[src/rtl/alu_pkg.sv]
// Shared ALU command encodings, scheduler state type and operand payload.
package alu_pkg;

  localparam int unsigned CMD_W = 4;
  localparam int unsigned OPD_W = 4;
  localparam int unsigned RES_W = 8;

  typedef enum logic [3:0] {
    ALU_ADD    = 4'd0,
    ALU_SUB    = 4'd1,
    ALU_AND    = 4'd2,
    ALU_OR     = 4'd3,
    ALU_XOR    = 4'd4,
    ALU_NAND   = 4'd5,
    ALU_NOR    = 4'd6,
    ALU_XNOR   = 4'd7,
    ALU_SHL    = 4'd8,
    ALU_SHR    = 4'd9,
    ALU_INC_A  = 4'd10,
    ALU_DEC_A  = 4'd11,
    ALU_PASS_A = 4'd12,
    ALU_PASS_B = 4'd13,
    ALU_NOT_A  = 4'd14,
    ALU_NOT_B  = 4'd15
  } alu_cmd_e;

  typedef enum logic [1:0] {
    IDLE = 2'd0,
    EXEC = 2'd1,
    RESP = 2'd2
  } state_e;

  typedef struct packed {
    logic [CMD_W-1:0] cmd;
    logic [OPD_W-1:0] a;
    logic [OPD_W-1:0] b;
  } alu_op_t;

  // Increment with wrap at n.
  function automatic int unsigned wrap_inc(input int unsigned v, input int unsigned n);
    return (v + 1 >= n) ? 0 : v + 1;
  endfunction

endpackage

[src/rtl/rr_grant.sv]
// Combinational round-robin arbiter: first set request at or above ptr, with wrap.
module rr_grant #(
  parameter int unsigned NUM_REQ = 4,
  parameter int unsigned ID_W    = 2
) (
  input  logic [NUM_REQ-1:0] i_req,
  input  logic [ID_W-1:0]    i_ptr,
  output logic [ID_W-1:0]    o_grant,
  output logic               o_any
);

  int w_idx;

  // Scan from farthest to nearest so the nearest requester at/after ptr wins.
  always_comb begin
    o_grant = '0;
    o_any   = 1'b0;
    w_idx   = 0;
    for (int k = int'(NUM_REQ) - 1; k >= 0; k--) begin
      w_idx = (int'(i_ptr) + k) % int'(NUM_REQ);
      if (i_req[ID_W'(w_idx)]) begin
        o_grant = ID_W'(w_idx);
        o_any   = 1'b1;
      end
    end
  end

endmodule

[src/rtl/alu_rr_sched.sv]
// Round-robin scheduler sharing one combinational ALU among NUM_REQ requesters,
// one transaction per grant: IDLE (accept) -> EXEC (ALU enabled) -> RESP.
module alu_rr_sched
  import alu_pkg::*;
#(
  parameter int unsigned NUM_REQ = 4,
  parameter int unsigned ID_W    = 2
) (
  input  logic                     i_clk,
  input  logic                     i_rst,
  input  logic [NUM_REQ-1:0]       i_req_valid,
  output logic [NUM_REQ-1:0]       o_req_ready,
  input  logic [CMD_W*NUM_REQ-1:0] i_req_cmd,
  input  logic [OPD_W*NUM_REQ-1:0] i_req_a,
  input  logic [OPD_W*NUM_REQ-1:0] i_req_b,
  output logic [CMD_W-1:0]         o_alu_cmd,
  output logic [OPD_W-1:0]         o_alu_a,
  output logic [OPD_W-1:0]         o_alu_b,
  output logic                     o_alu_en,
  input  logic [RES_W-1:0]         i_alu_y,
  output logic                     o_rsp_valid,
  input  logic                     i_rsp_ready,
  output logic [ID_W-1:0]          o_rsp_id,
  output logic [RES_W-1:0]         o_rsp_y,
  output logic                     o_busy
);

  state_e            r_state;
  state_e            w_next;
  alu_op_t           r_op;
  alu_op_t           w_sel;
  logic [ID_W-1:0]   r_rr_ptr;
  logic [ID_W-1:0]   r_rsp_id;
  logic [RES_W-1:0]  r_rsp_y;
  logic [ID_W-1:0]   w_grant;
  logic              w_any;
  logic              w_fire;

  rr_grant #(
    .NUM_REQ (NUM_REQ),
    .ID_W    (ID_W)
  ) u_rr_grant (
    .i_req   (i_req_valid),
    .i_ptr   (r_rr_ptr),
    .o_grant (w_grant),
    .o_any   (w_any)
  );

  // Operand mux for the granted requester.
  always_comb begin
    w_sel = '0;
    for (int i = 0; i < int'(NUM_REQ); i++) begin
      if (ID_W'(i) == w_grant) begin
        w_sel.cmd = i_req_cmd[i*CMD_W +: CMD_W];
        w_sel.a   = i_req_a[i*OPD_W +: OPD_W];
        w_sel.b   = i_req_b[i*OPD_W +: OPD_W];
      end
    end
  end

  always_ff @(posedge i_clk) begin
    if (i_rst) begin
      r_state <= IDLE;
    end else begin
      r_state <= w_next;
    end
  end

  // Next-state and request handshake; ready never depends on rsp_ready.
  always_comb begin
    w_next      = r_state;
    o_req_ready = '0;
    w_fire      = 1'b0;
    case (r_state)
      IDLE: begin
        if (w_any && !i_rst) begin
          o_req_ready[w_grant] = 1'b1;
          w_fire               = 1'b1;
          w_next               = EXEC;
        end
      end
      EXEC: w_next = RESP;
      RESP: begin
        if (i_rsp_ready) begin
          w_next = IDLE;
        end
      end
      default: w_next = IDLE;
    endcase
  end

  // Operand, pointer and response registers; alu_y is sampled only in EXEC.
  always_ff @(posedge i_clk) begin
    if (i_rst) begin
      r_op     <= '0;
      r_rr_ptr <= '0;
      r_rsp_id <= '0;
      r_rsp_y  <= '0;
    end else begin
      if (w_fire) begin
        r_op     <= w_sel;
        r_rsp_id <= w_grant;
        r_rr_ptr <= ID_W'(wrap_inc(32'(w_grant), NUM_REQ));
      end
      if (r_state == EXEC) begin
        r_rsp_y <= i_alu_y;
      end
    end
  end

  assign o_alu_cmd   = r_op.cmd;
  assign o_alu_a     = r_op.a;
  assign o_alu_b     = r_op.b;
  assign o_alu_en    = (r_state == EXEC);
  assign o_rsp_valid = (r_state == RESP);
  assign o_busy      = (r_state != IDLE);
  assign o_rsp_id    = r_rsp_id;
  assign o_rsp_y     = r_rsp_y;

endmodule

[config.mk]
export PLATFORM = sky130hd
export DESIGN_NAME = alu_rr_sched
export DESIGN_NICKNAME = d
export VERILOG_FILES = /design/src/rtl/alu_pkg.sv /design/src/rtl/rr_grant.sv /design/src/rtl/alu_rr_sched.sv
export SDC_FILE = /design/constraint.sdc
export NUM_CORES = 1
export LEC_CHECK = 0
export CAP_MARGIN = 30
export CORE_MARGIN = 1.5
export CORE_UTILIZATION = 40
export DETAILED_ROUTE_END_ITERATION = 8
export PLACE_DENSITY = 0.85
export REMOVE_ABC_BUFFERS = 1
export SYNTH_ARGS = -nofsm -noshare
export SYNTH_HDL_FRONTEND = slang
export SYNTH_SLANG_ARGS = --single-unit
[constraint.sdc]
create_clock -name i_clk -period 3.6 [get_ports i_clk]
set_input_delay 0.72 -clock i_clk [delete_from_list [all_inputs] [get_ports i_clk]]
set_output_delay 0.72 -clock i_clk [all_outputs]
set_load 0.02 [all_outputs]
==> flow_summary.ini, run 1 <==
[route]
vias = 1787
wl_mm = 4.732
avgViaCountPerCell = 5.432
ant_nets = 0
initialDrtViolationCount = 105
wl_per_cell_um = 14.38
first_pass_iters = 4
drc = 0

[global_routing]
grt_pass1_wl_mm = 7.355
grt_max_degree = 28
grtUsageTotal_pct = 21.81
grt_pass1_vias = 1581
antenna_found_initial = 0
grt-ovfl-total = 0

[sta]
period_minus_slack_ns = 3.561
finalHoldViolCount = 0
tightest_slew_ns = 0.6480
setup_violations = 0
slew_headroom_pct = 56.76
finalCritPeriodShare_pct = 98.92
fin_ws_ns = 0.03899
finClkSkew_ns = 0.003535
fmax_mhz = 280.8
hold_ws_ns = 0.4560
slew_violations = 0

[synth]
syn-instance-count = 197
synthTopCellsByArea = dfxtp_1 34%, a21oi_1 11%, a221o_1 7.7%, nand2_1 7.3%, a311oi_1 6.8%
synth.avg_cell_area_um2 = 7.869
netlist.area_leader.share_pct = 33.58
yosysWarnings = 0
synth_edf_count = 0
seq_area_frac_synth_pct = 33.58
ys.flop_type = dfxtp_1
yosysTopAreaCell = dfxtp_1
netlist-cell-type-count = 31
synth_area_um2 = 1550
ys_ff_latch = 26
synthArstFlopShare_pct = 0

[power_and_ir_drop]
clockPowerShare_pct = 14.9
vdd_drop_max_v = 0.0001947
leakage_nw = 0.9906
p_total_mw = 1.057
p_seq_share_pct = 34.1
combPwrFrac_pct = 51.0
p_sw_mw = 0.3769
power_density_nw_per_um2 = 417.0
intPower_mw = 0.6801
switching_share_pct = 35.66

[critical_path]
cpPeakStageDelay_ns = 0.59
arrival_ns = 2.84
cp.depth = 7
end_kind = primary output
criticalPathCategory = in -> out
start_kind = primary input
path_buf_inv = 2
r2r_setup_slack_ns = 1.33
cp_top_family = buffers and inverters
crit_top_cell = clkdlybuf4s50_1
worst-path-max-fanout = 5
reg2reg_depth = 7
cp_cell_sequence = clkdlybuf4s50_1 > nor2b_2 > a221oi_2 > or2_2 > ha_1 > and3_1 > clkdlybuf4s50_1
slowest_stage = clkdlybuf4s50_1
required_ns = 2.88

[clock_tree]
clock-sinks = 26
cts-root-buf = clkbuf_8
ctsLongestPathBuffers = 2
insertion_delay_ns = 0.26
cts_max_level = 1
path_clk_slew_ns = 0.08
cts_tree = yes
hold_buffers = 0
cts_buffers = 3

[die]
die_area_um2 = 4258
coreArea_um2 = 3689
die_h_um = 65.26
io_pins = 92
initial_core_util_pct = 42.03
rows = 22
die_w_um = 65.26

[finish]
area_growth_pct = 63.52
insertedDiodeCount = 0
drive_gt1_share_pct = 6.050
final_nets = 350
fin_util_pct = 68.72
instances_no_fill = 329

[placement]
dp.cells = 326
io_buffers = 91
dp_hpwl_mm = 3.421
pre_cts_ws_ns = 0.03798
place_congestion = 0.9321

[job]
maxCapViolCount = 0

[hold_path]
min_path_cells = 2
hold_path.class = reg -> reg

[run_status]
status = finished, final reports clean
==> per-layer routing <==
metal  routed length, µm  track usage [%]
met5                   0                0
met4                  89            5.990
met3                 446            5.308
met2                2131            35.84
met1                2065            28.48
==> final cells by class <==
cell class                 instances  area [µm²]
multi-input combinational        137       880.8
fill                             333        1154
clock buffer                       3       41.29
inverter                          17       63.81
sequential                        26       520.5
tap                               48       60.06
timing repair buffer              98       968.4
==> power groups by stage <==
stage	Combinational [mW]	Sequential (mW)	Clock (mW)
4_1_cts	0.540	0.360	0.161
6_report	0.539	0.361	0.157
5_1_grt	0.584	0.367	0.171
3_5_place_dp	0.537	0.367	0
2_1_floorplan	0.251	0.411	0
3_3_place_gp	0.527	0.365	0
==> sequential cells by signal, summed over array words and instances (netlist names) <==
signal     flops
o_alu_b        4
r_rr_ptr       2
o_rsp_y        8
r_state        2
o_alu_a        4
o_rsp_id       2
o_alu_cmd      4
==> per-stage QoR <==
stage | instance area, µm² | setup TNS (ns)
2_1_floorplan | 1456 | 0
3_3_place_gp | 2472 | 0
3_5_place_dp | 2480 | 0
4_1_cts | 2521 | 0
5_1_grt | 2535 | -0.01813
6_report | 2535 | 0
==> tightest hold or removal path, stage by stage, from the launching register on <==
cell and delay (ns):
dfxtp_1 0.31, nand2_1 0.05, a21oi_1 0.05
==> cell usage after synthesis (all sizes together) (3+ instances only) <==
library cell and instances:
a21oi 34, nand2 30, dfxtp 26, inv 16, a221o 13, a311oi 12
nand3b 12, buf 9, clkbuf 8, nor2 5, and3 4, ha 4
nand2b 3, nor2b 3, nor4 3
==> layout by cell type, fill, tap and decap left out, drive strengths merged, types with 2 or more instances in the layout <==
cell / netlist / routed
a211oi: 2 / 2
a21oi: 34 / 34
a221o: 13 / 13
a311oi: 12 / 12
and3: 4 / 4
buf: 9 / 7
clkbuf: 8 / 3
clkdlybuf4s50: 0 / 89
dfxtp: 26 / 26
dlymetal6s2s: 0 / 2
ha: 4 / 4
inv: 16 / 16
nand2: 30 / 30
nand2b: 3 / 3
nand3b: 12 / 12
nor2: 5 / 5
nor2b: 3 / 3
nor4: 3 / 3
o32ai: 2 / 2
or2: 2 / 2
==> worst paths after layout <==
| check | startpoint | endpoint |
|---|---|---|
| worst max register to register | r_rr_ptr[1] | o_alu_a[0] |
| worst min-delay path | o_rsp_y[3] | o_rsp_y[3] |
| worst max-delay path | i_req_valid[2] | o_req_ready[0] |
| worst min register to register | o_rsp_y[3] | o_rsp_y[3] |
==> cells by family (layout without fill, tap and decap cells) <==
group | count (synthesis) | after routing | share of synthesized area [%]
flip-flops | 26 | 26 | 33.58
AND/OR/NAND/NOR | 64 | 64 | 21.31
AO/OA/AOI/OAI | 68 | 68 | 31.07
buffers and inverters | 34 | 118 | 10.17
multiplexers | 1 | 1 | 0.6457
adder cells (fa/ha/maj) | 4 | 4 | 3.229
==> timing repair <==
action,4_1_cts,5_1_grt
endpoints found under the setup margin,0,4
resized for setup,0,4
buffers inserted,0,0
Note: power is estimated with default switching activity, not from simulation.
==> run 2: changes to the inputs <==
SLEW_MARGIN = 0   (was unset)
==> results of run 2 <==
Same layout as run 1: the final DEF is identical, and so are final timing and power.
